$ cat src/rtl/zx48_pkg.sv
// Shared constants for the zx48 memory subsystem: grant owner codes and
// the SRAM scheduler state encoding.
package zx48_pkg;

  localparam logic [1:0] GNT_NONE = 2'd0;
  localparam logic [1:0] GNT_VID  = 2'd1;
  localparam logic [1:0] GNT_CPU  = 2'd2;
  localparam logic [1:0] GNT_LDR  = 2'd3;

  localparam logic [0:0] ST_IDLE = 1'b0;
  localparam logic [0:0] ST_ACC  = 1'b1;

endpackage

$ cat src/rtl/sram_scheduler.sv
// Time-slot arbiter sharing the single external 8-bit SRAM between video,
// CPU and ROM loader; sequences address, data, output enable and write strobe.
module sram_scheduler
  import zx48_pkg::*;
#(
  parameter int AW   = 21,
  parameter int SLOT = 4
) (
  input  logic          clock,
  input  logic          reset,
  input  logic          vidReq,
  input  logic [AW-1:0] vidA,
  output logic [7:0]    vidQ,
  output logic          vidAck,
  input  logic          cpuReq,
  input  logic          cpuWr,
  input  logic [AW-1:0] cpuA,
  input  logic [7:0]    cpuD,
  output logic [7:0]    cpuQ,
  output logic          cpuAck,
  input  logic          ldrReq,
  input  logic [AW-1:0] ldrA,
  input  logic [7:0]    ldrD,
  output logic          ldrAck,
  output logic [AW-1:0] sramA,
  output logic [7:0]    sramDo,
  output logic          sramDoe,
  input  logic [7:0]    sramDi,
  output logic          sramWe,
  output logic [1:0]    gnt
);

  localparam int CW = $clog2(SLOT);
  localparam logic [CW-1:0] CNT_LAST = CW'(SLOT - 1);
  // Last cnt value whose successor still lies inside the write strobe.
  localparam logic [CW-1:0] CNT_STROBE_END = CW'(SLOT - 3);

  logic [0:0]    state;
  logic [CW-1:0] cnt;
  logic [1:0]    owner;
  logic [AW-1:0] addr;
  logic [7:0]    wdata;
  logic          wr;
  logic          we;
  logic          doe;
  logic [7:0]    vid_q;
  logic [7:0]    cpu_q;
  logic          vid_ack;
  logic          cpu_ack;
  logic          ldr_ack;

  // A requester still showing its ack is holding a stale request.
  logic vid_ok;
  logic cpu_ok;
  logic ldr_ok;
  assign vid_ok = vidReq & ~vid_ack;
  assign cpu_ok = cpuReq & ~cpu_ack;
  assign ldr_ok = ldrReq & ~ldr_ack;

  always_ff @(posedge clock or posedge reset) begin
    if (reset) begin
      state   <= ST_IDLE;
      cnt     <= '0;
      owner   <= GNT_NONE;
      addr    <= '0;
      wdata   <= '0;
      wr      <= 1'b0;
      we      <= 1'b1;
      doe     <= 1'b0;
      vid_q   <= '0;
      cpu_q   <= '0;
      vid_ack <= 1'b0;
      cpu_ack <= 1'b0;
      ldr_ack <= 1'b0;
    end else begin
      vid_ack <= 1'b0;
      cpu_ack <= 1'b0;
      ldr_ack <= 1'b0;
      if (state == ST_IDLE) begin
        if (vid_ok) begin
          owner <= GNT_VID;
          addr  <= vidA;
          wr    <= 1'b0;
          doe   <= 1'b0;
          state <= ST_ACC;
          cnt   <= '0;
        end else if (cpu_ok) begin
          owner <= GNT_CPU;
          addr  <= cpuA;
          wdata <= cpuD;
          wr    <= cpuWr;
          doe   <= cpuWr;
          state <= ST_ACC;
          cnt   <= '0;
        end else if (ldr_ok) begin
          owner <= GNT_LDR;
          addr  <= ldrA;
          wdata <= ldrD;
          wr    <= 1'b1;
          doe   <= 1'b1;
          state <= ST_ACC;
          cnt   <= '0;
        end
      end else begin
        if (cnt == CNT_LAST) begin
          state   <= ST_IDLE;
          owner   <= GNT_NONE;
          cnt     <= '0;
          doe     <= 1'b0;
          we      <= 1'b1;
          vid_ack <= (owner == GNT_VID);
          cpu_ack <= (owner == GNT_CPU);
          ldr_ack <= (owner == GNT_LDR);
          if (!wr && owner == GNT_VID) vid_q <= sramDi;
          if (!wr && owner == GNT_CPU) cpu_q <= sramDi;
        end else begin
          cnt <= cnt + CW'(1);
          we  <= ~(wr && cnt <= CNT_STROBE_END);
        end
      end
    end
  end

  assign sramA   = addr;
  assign sramDo  = wdata;
  assign sramDoe = doe;
  assign sramWe  = we;
  assign gnt     = owner;
  assign vidQ    = vid_q;
  assign cpuQ    = cpu_q;
  assign vidAck  = vid_ack;
  assign cpuAck  = cpu_ack;
  assign ldrAck  = ldr_ack;

endmodule

$ cat config.mk
export PLATFORM = sky130hd
export DESIGN_NAME = sram_scheduler
export DESIGN_NICKNAME = d
export VERILOG_FILES = /design/src/rtl/zx48_pkg.sv /design/src/rtl/sram_scheduler.sv
export SDC_FILE = /design/constraint.sdc
export NUM_CORES = 1
export LEC_CHECK = 0
export CORE_MARGIN = 1
export CORE_UTILIZATION = 35
export DETAILED_ROUTE_END_ITERATION = 8
export PLACE_DENSITY = 0.79
export SLEW_MARGIN = 15
export SYNTH_ARGS = -nofsm -noshare
export SYNTH_HDL_FRONTEND = slang
export SYNTH_SLANG_ARGS = --single-unit
$ cat constraint.sdc
create_clock -name clock -period 2.48 [get_ports clock]
set_clock_uncertainty 0.15 [all_clocks]
set_input_delay 0.248 -clock clock [delete_from_list [all_inputs] [get_ports clock]]
set_output_delay 0.248 -clock clock [all_outputs]
set_load 0.01 [all_outputs]
**Word-level counts from Yosys, hierarchy flattened**

Index checks and enable logic that the tools add are counted.

- Register bits after elaboration: 56
- Input port bits: 93
- Output and inout bits: 52
- Logic and storage cells: 73

- Add/subtract/negate cells: 1
- $lt $le $gt $ge: 1
- Equality and inequality tests: 5
- Muxes and demuxes: 32
- Bitwise logic cells: 9
- Reductions and logical operators: 12

Operators by type and width:

| operator | count |
|---|---|
| 2-to-1 mux 21 bit | 3 |
| 2-to-1 mux 2 bit | 10 |
| 2-to-1 mux 1 bit | 17 |
| 2-to-1 mux 8 bit | 2 |
| AND reduction 3 bit | 3 |
| == test 2 bit, second input constant | 3 |
| inverter 1 bit | 6 |
| AND reduction 2 bit | 2 |
| nonzero test 4 bit | 1 |
| bitwise AND 1 bit | 3 |
| logical AND 1 bit | 3 |
| nonzero test 3 bit | 1 |
| adder 2 x 1 -> 2 bit, second input constant | 1 |
| == test 2 x 1 -> 1 bit, second input constant | 1 |
| less-or-equal comparator 2 x 1 -> 1 bit, second input constant | 1 |
| inequality test 2 x 1 -> 1 bit, second input constant | 1 |
| nonzero test 2 bit | 1 |
| zero test 1 bit | 1 |

**Logic depth before layout (Yosys ltp)**

Gate-level depths: netlist of the first run.

- Depth in word-level cells: 6
- Gate-level depth with buffers: 6
- Mapped depth without buffers: 4

**Worst setup path before layout of the first run**

OpenSTA, ideal clock, no wires.

- Kind: reg2reg
- Start point: register cpu_ack, in the netlist cpuAck
- End point: register wdata[0], in the netlist sramDo[0]
- Library setup time: 0.125 ns
- Arrival: 1.505 ns
- Slack: 0.700 ns
- Stages on the path, launching flop included: 6
- Period minus slack after synthesis: 1.780 ns
- Cells stage by stage: dfrtp_1 > nand2b_1 > buf_4 > a211oi_1 > buf_2 > mux2_2

- Word-level cells in the longest chain between the ends: 4
- Elaborated cells on any way between the ends: 5

RTL lines:

| element | line | source |
|---|---|---|
| start: declaration | sram_scheduler.sv:49 | `logic cpu_ack;` |
| start signal: assignment | sram_scheduler.sv:112 | `cpu_ack <= (owner == GNT_CPU);` |
| inverter 1 bit * | sram_scheduler.sv:57 | `assign cpu_ok = cpuReq & ~cpu_ack;` |
| bitwise AND 1 bit * | sram_scheduler.sv:57 |  |
| nonzero test 2 bit (no line) | - |  |
| AND reduction 3 bit (no line) | - |  |
| end signal: assignment | sram_scheduler.sv:90 | `wdata <= cpuD;` |
| end signal: assignment | sram_scheduler.sv:98 | `wdata <= ldrD;` |
| end: declaration | sram_scheduler.sv:42 | `logic [7:0] wdata;` |

Every way passes the cells marked *; elsewhere a longest branch is shown, timed or not.
A chain may end at the register's enable or synchronous reset.

**Worst setup path after layout of the first run**

- Start point: register state
- End point: register vid_q[1], in the netlist vidQ[1]

- Word-level cells in the longest chain between the ends: 1

RTL lines:

| element | line | source |
|---|---|---|
| start: declaration | sram_scheduler.sv:38 | `logic [0:0] state;` |
| start signal: assignment | sram_scheduler.sv:62 | `state <= ST_IDLE;` |
| start signal: assignment | sram_scheduler.sv:85 | `state <= ST_ACC;` |
| start signal: assignment | sram_scheduler.sv:93 | `state <= ST_ACC;` |
| AND reduction 3 bit (no line) | - |  |
| end signal: assignment | sram_scheduler.sv:114 | `if (!wr && owner == GNT_VID) vid_q <= sramDi;` |
| end: declaration | sram_scheduler.sv:46 | `logic [7:0] vid_q;` |

Every way passes these cells.

==> results of run 1 <==
==> cells by family after synthesis <==
group / share of synthesized area, %
flip-flops: 47.1
multiplexers: 19.8
AO/OA/AOI/OAI: 13.4
buffers and inverters: 4.20
adder cells (fa/ha/maj): 1.26
AND/OR/NAND/NOR: 14.2
==> power groups by stage <==
stage	Sequential [mW]	Clock, mW	Combinational [mW]
floorplan	1.84	0	1.08
global placement	1.72	0	2.38
detailed placement	1.74	0	2.43
CTS	1.74	0.662	2.44
global route	1.80	0.698	2.63
finish	1.73	0.642	2.42
==> sequential cells by signal, indices dropped and copies added (netlist names) <==
signal	cells
sramA	21
cpuQ	8
sramDo	8
vidQ	8
cnt	2
gnt	2
cpuAck	1
ldrAck	1
sramDoe	1
sramWe	1
state	1
vidAck	1
wr	1
==> metal layers <==
layer,share of wire (%),up-vias
li1,-,1249
met1,41,1302
met2,48,118
met3,9.7,7
met4,0.76,0
met5,0,-
==> cell type report <==
class | instances | area [sq um]
Inverter | 3 | 11.3
Sequential cell | 56 | 1400
Multi-Input combinational cell | 175 | 1470
Clock buffer | 6 | 82.6
Fill cell | 713 | 3550
Clock inverter | 2 | 38.8
Timing Repair Buffer | 154 | 1530
Tap cell | 105 | 131
==> critical path: stages (launching register included) <==
cell and delay (ns):
dfrtp_2 0.62, nand2_1 0.21, nor4b_4 0.58, mux2_2 0.40
==> cell usage after synthesis, types with 2 or more instances <==
cell type   n  area share (%)
dfrtp_1    55              46
mux2_2     32              12
nand2b_1   25             5.2
mux2i_1    23             7.7
a211oi_1   22             5.5
nor4_1     22             4.6
o31ai_1    21             5.3
clkbuf_1   14             1.8
buf_2       4            0.67
buf_4       4             1.0
nand2_1     4            0.50
buf_1       3            0.38
ha_1        3             1.3
inv_1       3            0.38
nor2_1      3            0.38
nor2b_1     3            0.63
nand4_1     2            0.42
nor3_1      2            0.34
nor3b_1     2            0.50
nor4b_4     2             1.6
o2bb2ai_1   2            0.59
==> worst max-delay path by stage <==
stage          cells past startpoint   start  slack, ns         to
2_1_floorplan                      5  cpuAck       0.70  sramDo[0]
3_3_place_gp                       5  ldrReq       0.36   sramA[6]
3_5_place_dp                       5  ldrReq       0.31   sramA[7]
4_1_cts                            3   state       0.37    vidQ[1]
5_1_grt                            3   state       0.26    vidQ[5]
6_report                           3   state       0.41    vidQ[1]
==> summary.md, run 1 <==
| Metric | Value |
|---|---|
| # setup viols final | `0` |
| DIE AREA | `8880 sq um` |
| Cell Area, Placed | `between 4000 and 5000 sq um` |
| Die X | `94.3 um` |
| Switching Fraction | `between 30% and 40%` |
| Most common cell after layout, fill and taps aside | `clkdlybuf4s50_1` |
| FMAX | `0.483 GHz` |
| Sequential Power Share | `36.2%` |
| Syn Std Cell Area | `2980 sq um` |
| Pwr dens | `1030 nW/um^2` |
| Worst vdd ir | `551 uV` |
| CTS tree | `yes` |
| Final WL | `8.67 mm` |
| Height of the die | `94.3 um` |
| Hold Slack | `between 0.1 and 0.15 ns` |
| Hold Path Class | `input pin to asynchronous set/reset pin` |
| Crit-path max FO | `20` |
| Area delta synth->final | `56.8%` |
| Dpl ws | `0.310 ns` |
| Synthesized net count | `355` |
| GPL Wtd Cong | `0.753` |
| Fin crit share | `between 80% and 90%` |
| Sequential fraction of the synthesis area | `47.1%` |
| Number of nets in the layout | `491` |
| Ant diodes | `0` |
| Status | `finished, final reports clean` |
| Ys Warns | `0` |
| Post-route ant nets | `0` |
| CTS Buffer Depth | `2` |
| CTS Hold Bufs | `0` |
| Core ar. | `a little over 8000 sq um` |
| Number of global-route vias before repair | `2857` |
| First-pass iteration count of the detailed router | `4` |
| Final Cell Area | `4670 sq um` |
| Ratio of cells with drive above 1 in the final layout | `15.4%` |
| Critical setup path kind | `flip-flop to flip-flop` |
| Met1 Use GR | `24.4%` |
| Post-synth top flop | `dfrtp_1` |
| Routing usage on met3 | `6.63%` |
| FF+latch count, synth | `56` |
| First-pass GRT wire length | `between 10 and 15 mm` |
| LEAKAGE | `~1.9 nW` |
| DP Cell Count | `493` |
| Clock power share | `13.4%` |
| CP arrival | `roughly 2.1 ns` |
| Share of total power in combinational logic | `50.4%` |
| Post-route setup slack | `0.408 ns` |
| Netlist cell types | `29` |
| DR DRC count | `0` |
| PortBufs | `144` |
| Most frequent cells in the layout | `clkdlybuf4s50_1, dfrtp_1, mux2_2` |
| Critical path required time | `around 2.5 ns` |
| RR Endpoint | `vidQ[1]` |
| R2R Path Start | `state` |
| Critical Path Source Type | `flip-flop` |
| Post-Syn Instances | `259` |
| GRT Util Overall | `between 20% and 30%` |
| Initial antenna violation count | `0` |
| Initial core utilization | `36.3%` |
| CTS sink count | `56` |
| CP endpoint kind | `flip-flop` |
| Worst-path clk slew | `0.10 ns` |
| Max cap viols | `0` |
| Final Max Tran Viols | `0` |
| TritonCTS buffer count | `5` |
| Total gr overflow | `0` |
| Tightest Pin Transition | `between 0.5 and 0.6 ns` |
| Row cnt | `33` |
| 1st-iter DRT viols | `68` |
| Register-to-Register Path Depth | `3` |
| Final design utilization | `a little under three fifths` |
| Post-Layout Cell Count | `~500` |
| Via Count | `2676` |
| R2R Setup Slk | `roughly 0.41 ns` |
| Post-CTS Resized | `0` |
| Vias per cell | `5.34` |
| Slew margin rel. | `60.5%` |
| Switching pwr | `1.68 mW` |
| Tmin final | `between 2 and 2.5 ns` |
| Avg WL per Cell | `roughly 17 um` |
| Ys async rst share | `100%` |
| Unrepaired setup endpoints after global routing | `no` |
| GRT busiest layer | `met2` |
| Cell Int Power | `3.11 mW` |
| Postcts setup bufs | `0` |
| Pin count of the biggest net entering global routing | `42` |
| Worst skew pair latency | `about 0.31 ns` |
| Cell chosen for the clock root | `clkbuf_8` |
| Average size of a mapped cell | `11.5 sq um` |
| Hpwl dp | `6.17 mm` |
| H-tree lvl count | `2` |
| Setup TNS | `0 ns` |
| Global Route met2 Usage | `between 30% and 40%` |
| Tot Pwr | `4.80 mW` |
| EDFF count, synth | `0` |
| IO Pins | `around 150` |
| Final hold violation count | `0` |
Power figures use the tool's default switching activity.
==> run 2, diff against run 1 <==
--- a/config.mk
+++ b/config.mk
@@ -8,7 +8,7 @@
 export CORE_MARGIN = 1
 export CORE_UTILIZATION = 35
 export DETAILED_ROUTE_END_ITERATION = 8
-export PLACE_DENSITY = 0.79
+export PLACE_DENSITY = 0.82
 export SLEW_MARGIN = 15
 export SYNTH_ARGS = -nofsm -noshare
 export SYNTH_HDL_FRONTEND = slang
==> constraint.sdc (replaced) <==
create_clock -name clock -period 1.9 [get_ports clock]
set_clock_uncertainty 0.15 [all_clocks]
set_input_delay 0.19 -clock clock [delete_from_list [all_inputs] [get_ports clock]]
set_output_delay 0.19 -clock clock [all_outputs]
set_load 0.01 [all_outputs]
==> run 2 against run 1 <==
Flip-flop and latch count unchanged. Fmax grew 15%. Largest cell class unchanged. Sequential share of layout area fell by 0.54 points. Sequential power rose by 28%. Critical endpoint is now cpuQ[4]. Highest routed layer unchanged.
==> summary.md, run 2 (same netlist as run 1, synthesis figures left out) <==
| Metric | Value |
|---|---|
| Worst skew pair latency | `0.32 ns (was 0.31 ns)` |
| Core ar. | `8220 sq um (unchanged)` |
| Crit-path max FO | `8 (was 20)` |
| Fin crit share | `94.8% (was 83.5%)` |
| Vias per cell | `5.28 (was 5.34)` |
| IO Pins | `145 (unchanged)` |
| DR DRC count | `0 (unchanged)` |
| Most frequent cells in the layout | `clkdlybuf4s50_1, dfrtp_1, mux2_2 (unchanged)` |
| LEAKAGE | `1.93 nW (was 1.87 nW)` |
| CTS tree | `yes (unchanged)` |
| Die X | `94.3 um (unchanged)` |
| Row cnt | `33 (unchanged)` |
| Hold Path Class | `input pin to asynchronous set/reset pin (unchanged)` |
| CP Buf/Inv Count | `1 (was 0)` |
| Slew margin rel. | `73.5% (was 60.5%)` |
| First-pass iteration count of the detailed router | `4 (unchanged)` |
| Status | `finished, final reports clean (unchanged)` |
| TritonCTS buffer count | `5 (unchanged)` |
| Critical Path Source Type | `flip-flop (unchanged)` |
| Pwr dens | `1330 nW/um^2 (was 1030 nW/um^2)` |
| CP arrival | `1.87 ns (was 2.13 ns)` |
| CTS Buffer Depth | `2 (unchanged)` |
| Unrepaired setup endpoints after global routing | `no (unchanged)` |
| PortBufs | `144 (unchanged)` |
| Crit path from | `cnt[1] (was state)` |
| GRT busiest layer | `met2 (unchanged)` |
| Tightest Pin Transition | `0.397 ns (was 0.590 ns)` |
| First-pass GRT wire length | `13.8 mm (was 13.9 mm)` |
| Number of nets in the layout | `501 (was 491)` |
| Initial core utilization | `36.3% (unchanged)` |
| Critical setup path kind | `flip-flop to flip-flop (unchanged)` |
| Most common cell after layout, fill and taps aside | `clkdlybuf4s50_1 (unchanged)` |
| Tmin final | `1.80 ns (was 2.07 ns)` |
| RR Endpoint | `cpuQ[4] (was vidQ[1])` |
| 1st-iter DRT viols | `134 (was 68)` |
| Crit path depth | `5 (was 3)` |
| H-tree lvl count | `2 (unchanged)` |
| Total gr overflow | `0 (unchanged)` |
| Critical path required time | `1.97 ns (was 2.53 ns)` |
| Slowest CP cell | `dfrtp_1 (was dfrtp_2)` |
| Routing usage on met3 | `6.31% (was 6.63%)` |
| R2R Path Start | `cnt[1] (was state)` |
| Global Route met2 Usage | `34.7% (was 34.6%)` |
| Slowest stage delay, CP | `0.40 ns (was 0.62 ns)` |
| Via Count | `2699 (was 2676)` |
| Cell chosen for the clock root | `clkbuf_8 (unchanged)` |
| Pin count of the biggest net entering global routing | `57 (was 42)` |
| Final Max Tran Viols | `0 (unchanged)` |
| GRT Util Overall | `19.9% (was 20.0%)` |
| Number of global-route vias before repair | `2879 (was 2857)` |
| Ratio of cells with drive above 1 in the final layout | `17.5% (was 15.4%)` |
| Area delta synth->final | `59.6% (was 56.8%)` |
| Met1 Use GR | `23.8% (was 24.4%)` |
| CP endpoint kind | `flip-flop (unchanged)` |
| GPL Wtd Cong | `0.792 (was 0.753)` |
| Initial antenna violation count | `0 (unchanged)` |
| Hpwl dp | `6.23 mm (was 6.17 mm)` |
| Setup TNS | `0 ns (unchanged)` |
| Final WL | `8.47 mm (was 8.67 mm)` |
| CTS sink count | `56 (unchanged)` |
| CP endpoint | `cpuQ[4] (was vidQ[1])` |
| Worst-path clk slew | `0.11 ns (was 0.10 ns)` |
| Tot Pwr | `6.34 mW (was 4.80 mW)` |
| Worst vdd ir | `751 uV (was 551 uV)` |
| DIE AREA | `8880 sq um (unchanged)` |
| Final hold violation count | `0 (unchanged)` |
| # setup viols final | `0 (unchanged)` |
| R2R Setup Slk | `0.1 ns (was 0.41 ns)` |
| FMAX | `0.555 GHz (was 0.483 GHz)` |
| Max cap viols | `0 (unchanged)` |
| Ant diodes | `0 (unchanged)` |
| Largest register FFs | `21 (unchanged)` |
| Avg WL per Cell | `16.6 um (was 17.3 um)` |
| Critical path's top delay family | `flip-flops (was simple AND/OR/NAND/NOR gates)` |
| Post-route ant nets | `0 (unchanged)` |
| Register-to-Register Path Depth | `5 (was 3)` |
| Height of the die | `94.3 um (unchanged)` |
| Critical-path cell list | `ha_1 -> nand2_1 -> nor4b_4 -> buf_4 -> mux2_2 (was nand2_1 -> nor4b_4 -> mux2_2)` |
-- run 2: cell count changes in the layout (fill, tap and decap cells not counted) --
cell / change
buf_4: +9
buf_12: +1
clkbuf_8: -1
clkinv_4: -1
inv_6: +1
inv_8: +1
-- run 2: worst min-delay path by stage --
stage / endpoint / slack (ns) / start / depth (start not counted)
after floorplan: cpuQ[0] / 0.19 / sramDi[0] / 1
after global placement: sramDoe / 0.33 / sramDoe / 1
after detailed placement: sramDoe / 0.33 / sramDoe / 1
after CTS: cpuQ[7] / 0.10 / reset / 3
after global routing: cpuQ[7] / 0.13 / reset / 3
final: sramDo[6] / 0.09 / reset / 3
-- run 2: final cells by class --
class	instances	area [sq um]
fill	688	3460
timing repair buffer	164	1620
multi-input combinational	175	1470
sequential	56	1400
tap	105	131
clock buffer	5	68.8
clock inverter	3	50.0
inverter	3	11.3
-- run 2: metal layers --
| layer | wire, um | share of wire (%) |
|---|---|---|
| met3 | 757 | 8.9 |
| met2 | 4220 | 50 |
| met1 | 3430 | 41 |
| met4 | 61 | 0.72 |
| met5 | 0 | 0 |
-- run 2: where the power goes --
part	leakage, nW	internal [mW]	total (mW)	switching, mW
sequential	0.675	1.78	2.21	0.429
clock	0.0607	0.407	0.833	0.426
combinational	1.19	1.93	3.30	1.37
-- run 2: worst reg2reg max path, stage by stage (launching register included) --
cell and delay (ns):
dfrtp_1 0.40, ha_1 0.22, nand2_1 0.14, nor4b_4 0.24
buf_4 0.21, mux2_2 0.35
-- run 2: repair_timing --
action / in CTS / in global routing
setup endpoints to repair: 0 / 3
endpoints found under the hold margin: 0 / 0
buffers inserted: 0 / 1
gates resized for setup: 0 / 0
hold buffers: 0 / 0
-- run 2: per-stage QoR --
stage	std cells	worst slack [ns]	hold slack, ns	area, sq um	util, %
CTS	510	0.0567	0.102	4750	57.8
finish	511	0.0992	0.0898	4760	57.9
global route	511	0.0230	0.128	4760	57.9
global placement	502	0.0545	0.333	4630	56.3
floorplan	259	0.120	0.192	2980	-
detailed placement	502	0.0258	0.326	4630	56.3
==> run 3, diff against run 2 <==
--- a/config.mk
+++ b/config.mk
@@ -8,8 +8,10 @@
 export CORE_MARGIN = 1
 export CORE_UTILIZATION = 35
 export DETAILED_ROUTE_END_ITERATION = 8
+export MAX_ROUTING_LAYER = met4
 export PLACE_DENSITY = 0.82
 export SLEW_MARGIN = 15
 export SYNTH_ARGS = -nofsm -noshare
 export SYNTH_HDL_FRONTEND = slang
 export SYNTH_SLANG_ARGS = --single-unit
+export TNS_END_PERCENT = 50
==> run 3 against run 2 <==
Routed wire length decreased by 0.43%. Final cell count unchanged. Total power increased by 0.12%. Sequential share of layout area unchanged. Register-to-register slack about the same. Die area unchanged. Flip-flop and latch count unchanged. Sequential power about the same. First-iteration DRC count decreased by 13%. Non-clock buffer count unchanged.
==> summary.md, run 3 (same netlist as run 1, synthesis figures left out) <==
| Metric | Value |
|---|---|
| Status | `finished, final reports clean (unchanged)` |
| CTS sink count | `56 (unchanged)` |
| Dpl ws | `0.0258 ns (unchanged)` |
| Hold Slack | `0.0867 ns (was 0.0898 ns)` |
| Initial core utilization | `36.3% (unchanged)` |
| Tot Pwr | `6.35 mW (was 6.34 mW)` |
| First-pass iteration count of the detailed router | `4 (unchanged)` |
| Post-Layout Cell Count | `511 (unchanged)` |
| Cell chosen for the clock root | `clkbuf_8 (unchanged)` |
| # setup viols final | `0 (unchanged)` |
| Number of nets in the layout | `501 (unchanged)` |
| Hold Path Class | `input pin to asynchronous set/reset pin (unchanged)` |
| Critical Path Source Type | `flip-flop (unchanged)` |
| Total gr overflow | `0 (unchanged)` |
| Row cnt | `33 (unchanged)` |
| Critical path required time | `1.97 ns (about the same)` |
| Switching pwr | `2.23 mW (was 2.22 mW)` |
| Top sig layer | `met4 (unchanged)` |
| Unrepaired setup endpoints after global routing | `no (unchanged)` |
| Most frequent cells in the layout | `clkdlybuf4s50_1, dfrtp_1, mux2_2 (unchanged)` |
| DIE AREA | `8880 sq um (unchanged)` |
| Sequential Power Share | `34.7% (was 34.8%)` |
| Worst vdd ir | `757 uV (was 751 uV)` |
| Post-route ant nets | `0 (unchanged)` |
| Final Max Tran Viols | `0 (unchanged)` |
| Fill cells | `688 (unchanged)` |
| Die X | `94.3 um (unchanged)` |
| Tmin final | `1.81 ns (was 1.80 ns)` |
| DR DRC count | `0 (unchanged)` |
| Hpwl dp | `6.23 mm (unchanged)` |
| Routed wl met2 | `4.14 mm (was 4.22 mm)` |
| Ratio of cells with drive above 1 in the final layout | `17.5% (unchanged)` |
| LEAKAGE | `1.93 nW (unchanged)` |
| FMAX | `0.554 GHz (was 0.555 GHz)` |
| Wl on met1 | `3.66 mm (was 3.43 mm)` |
| Worst skew pair latency | `0.32 ns (about the same)` |
| Post-CTS Resized | `0 (unchanged)` |
| Met3 WL post-DR | `573 um (was 757 um)` |
| Pin count of the biggest net entering global routing | `57 (unchanged)` |
| IO Pins | `145 (unchanged)` |
| Fin crit share | `95.0% (was 94.8%)` |
| Core ar. | `8220 sq um (unchanged)` |
| Avg WL per Cell | `16.5 um (was 16.6 um)` |
| TritonCTS buffer count | `5 (unchanged)` |
| Pwr dens | `1330 nW/um^2 (about the same)` |
| First-pass GRT wire length | `13.8 mm (about the same)` |
| CTS tree | `yes (unchanged)` |
| Largest register FFs | `21 (unchanged)` |
| Most common cell after layout, fill and taps aside | `clkdlybuf4s50_1 (unchanged)` |
| CTS Hold Bufs | `0 (unchanged)` |
| Critical setup path kind | `flip-flop to flip-flop (unchanged)` |
| Via Count | `2693 (was 2699)` |
| Worst-path clk slew | `0.11 ns (about the same)` |
| PortBufs | `144 (unchanged)` |
| Setup TNS | `0 ns (unchanged)` |
| Clock power share | `13.1% (about the same)` |
| Slowest stage delay, CP | `0.40 ns (about the same)` |
| Number of global-route vias before repair | `2896 (was 2879)` |
| Max cap viols | `0 (unchanged)` |
| CP endpoint kind | `flip-flop (unchanged)` |
| 1st-iter DRT viols | `116 (was 134)` |
| Final WL | `8.43 mm (was 8.47 mm)` |
| Share of total power in combinational logic | `52.1% (about the same)` |
| H-tree lvl count | `2 (unchanged)` |
| Final hold violation count | `0 (unchanged)` |
| Ant diodes | `0 (unchanged)` |
| Crit-path max FO | `8 (unchanged)` |
| Slew margin rel. | `73.2% (was 73.5%)` |
| Vias per cell | `5.27 (was 5.28)` |
| DP Cell Count | `502 (unchanged)` |
| Switching Fraction | `35.1% (about the same)` |
| Slowest CP cell | `dfrtp_1 (unchanged)` |
| Initial antenna violation count | `0 (unchanged)` |
| CTS Buffer Depth | `2 (unchanged)` |
| Tightest Pin Transition | `0.402 ns (was 0.397 ns)` |
| GRT Util Overall | `20.3% (was 19.9%)` |
| Critical-path cell list | `ha_1 -> nand2_1 -> nor4b_4 -> buf_4 -> mux2_2 (unchanged)` |
| Cell Int Power | `4.12 mW (about the same)` |
| GPL Wtd Cong | `0.803 (was 0.792)` |
| Height of the die | `94.3 um (unchanged)` |
| Area delta synth->final | `59.6% (unchanged)` |
| CP arrival | `1.87 ns (about the same)` |
| Post-route setup slack | `0.0943 ns (was 0.0992 ns)` |
==> run 3: worst max-delay path: cells and delay by family (launching register included) <==
family	cells	cell delay, ns
flops	1	0.40
simple gates	2	0.38
mux	1	0.35
fa+ha+maj	1	0.22
buf+inv	1	0.21
==> run 3: per-layer routing <==
metal / GRT usage, % / vias up
met2: 34.8 / 105
met1: 24.8 / 1312
li1: - / 1270
met4: 3.72 / 0
met5: - / -
met3: 4.21 / 6
==> run 3: cell type report <==
type | instances | area [sq um] | area share, %
inverter | 3 | 11.3 | 0.237
tap | 105 | 131 | 2.76
sequential | 56 | 1400 | 29.5
clock inverter | 3 | 50.0 | 1.05
clock buffer | 5 | 68.8 | 1.45
multi-input combinational | 175 | 1470 | 31.0
timing repair buffer | 164 | 1620 | 34.0
==> run 3: repair_timing <==
item	CTS	global route
setup buffers	0	1
endpoints found under the hold margin	0	0
endpoints found under the setup margin	0	2
==> run 3: metrics by stage <==
stage,utilization [%],cell area [sq um]
after floorplan,-,2980
after global placement,56.3,4630
after detailed placement,56.3,4630
after CTS,57.8,4750
after global routing,57.9,4760
final,57.9,4760
==> run 3: path summary, 6_finish.rpt <==
| check | startpoint | to | slack (ns) | cells past startpoint |
|---|---|---|---|---|
| worst max-delay path | cnt[1] | cpuQ[4] | 0.09 | 5 |
| worst min-delay path | reset | sramDo[6] | 0.09 | 3 |
| worst max register to register | cnt[1] | cpuQ[4] | 0.09 | 5 |
| worst min register to register | sramDo[6] | sramDo[6] | 0.37 | 1 |
| max in group asynchronous | reset | sramWe | 1.21 | 3 |
| min in group clock | sramDi[3] | cpuQ[3] | 0.34 | 2 |
==> run 3: power groups by stage <==
stage          clock network (mW)  registers, mW  logic, mW
2_1_floorplan                   0           2.40       1.41
3_3_place_gp                    0           2.19       3.21
3_5_place_dp                    0           2.22       3.30
4_1_cts                     0.857           2.21       3.32
5_1_grt                     0.892           2.29       3.58
6_report                    0.835           2.20       3.31
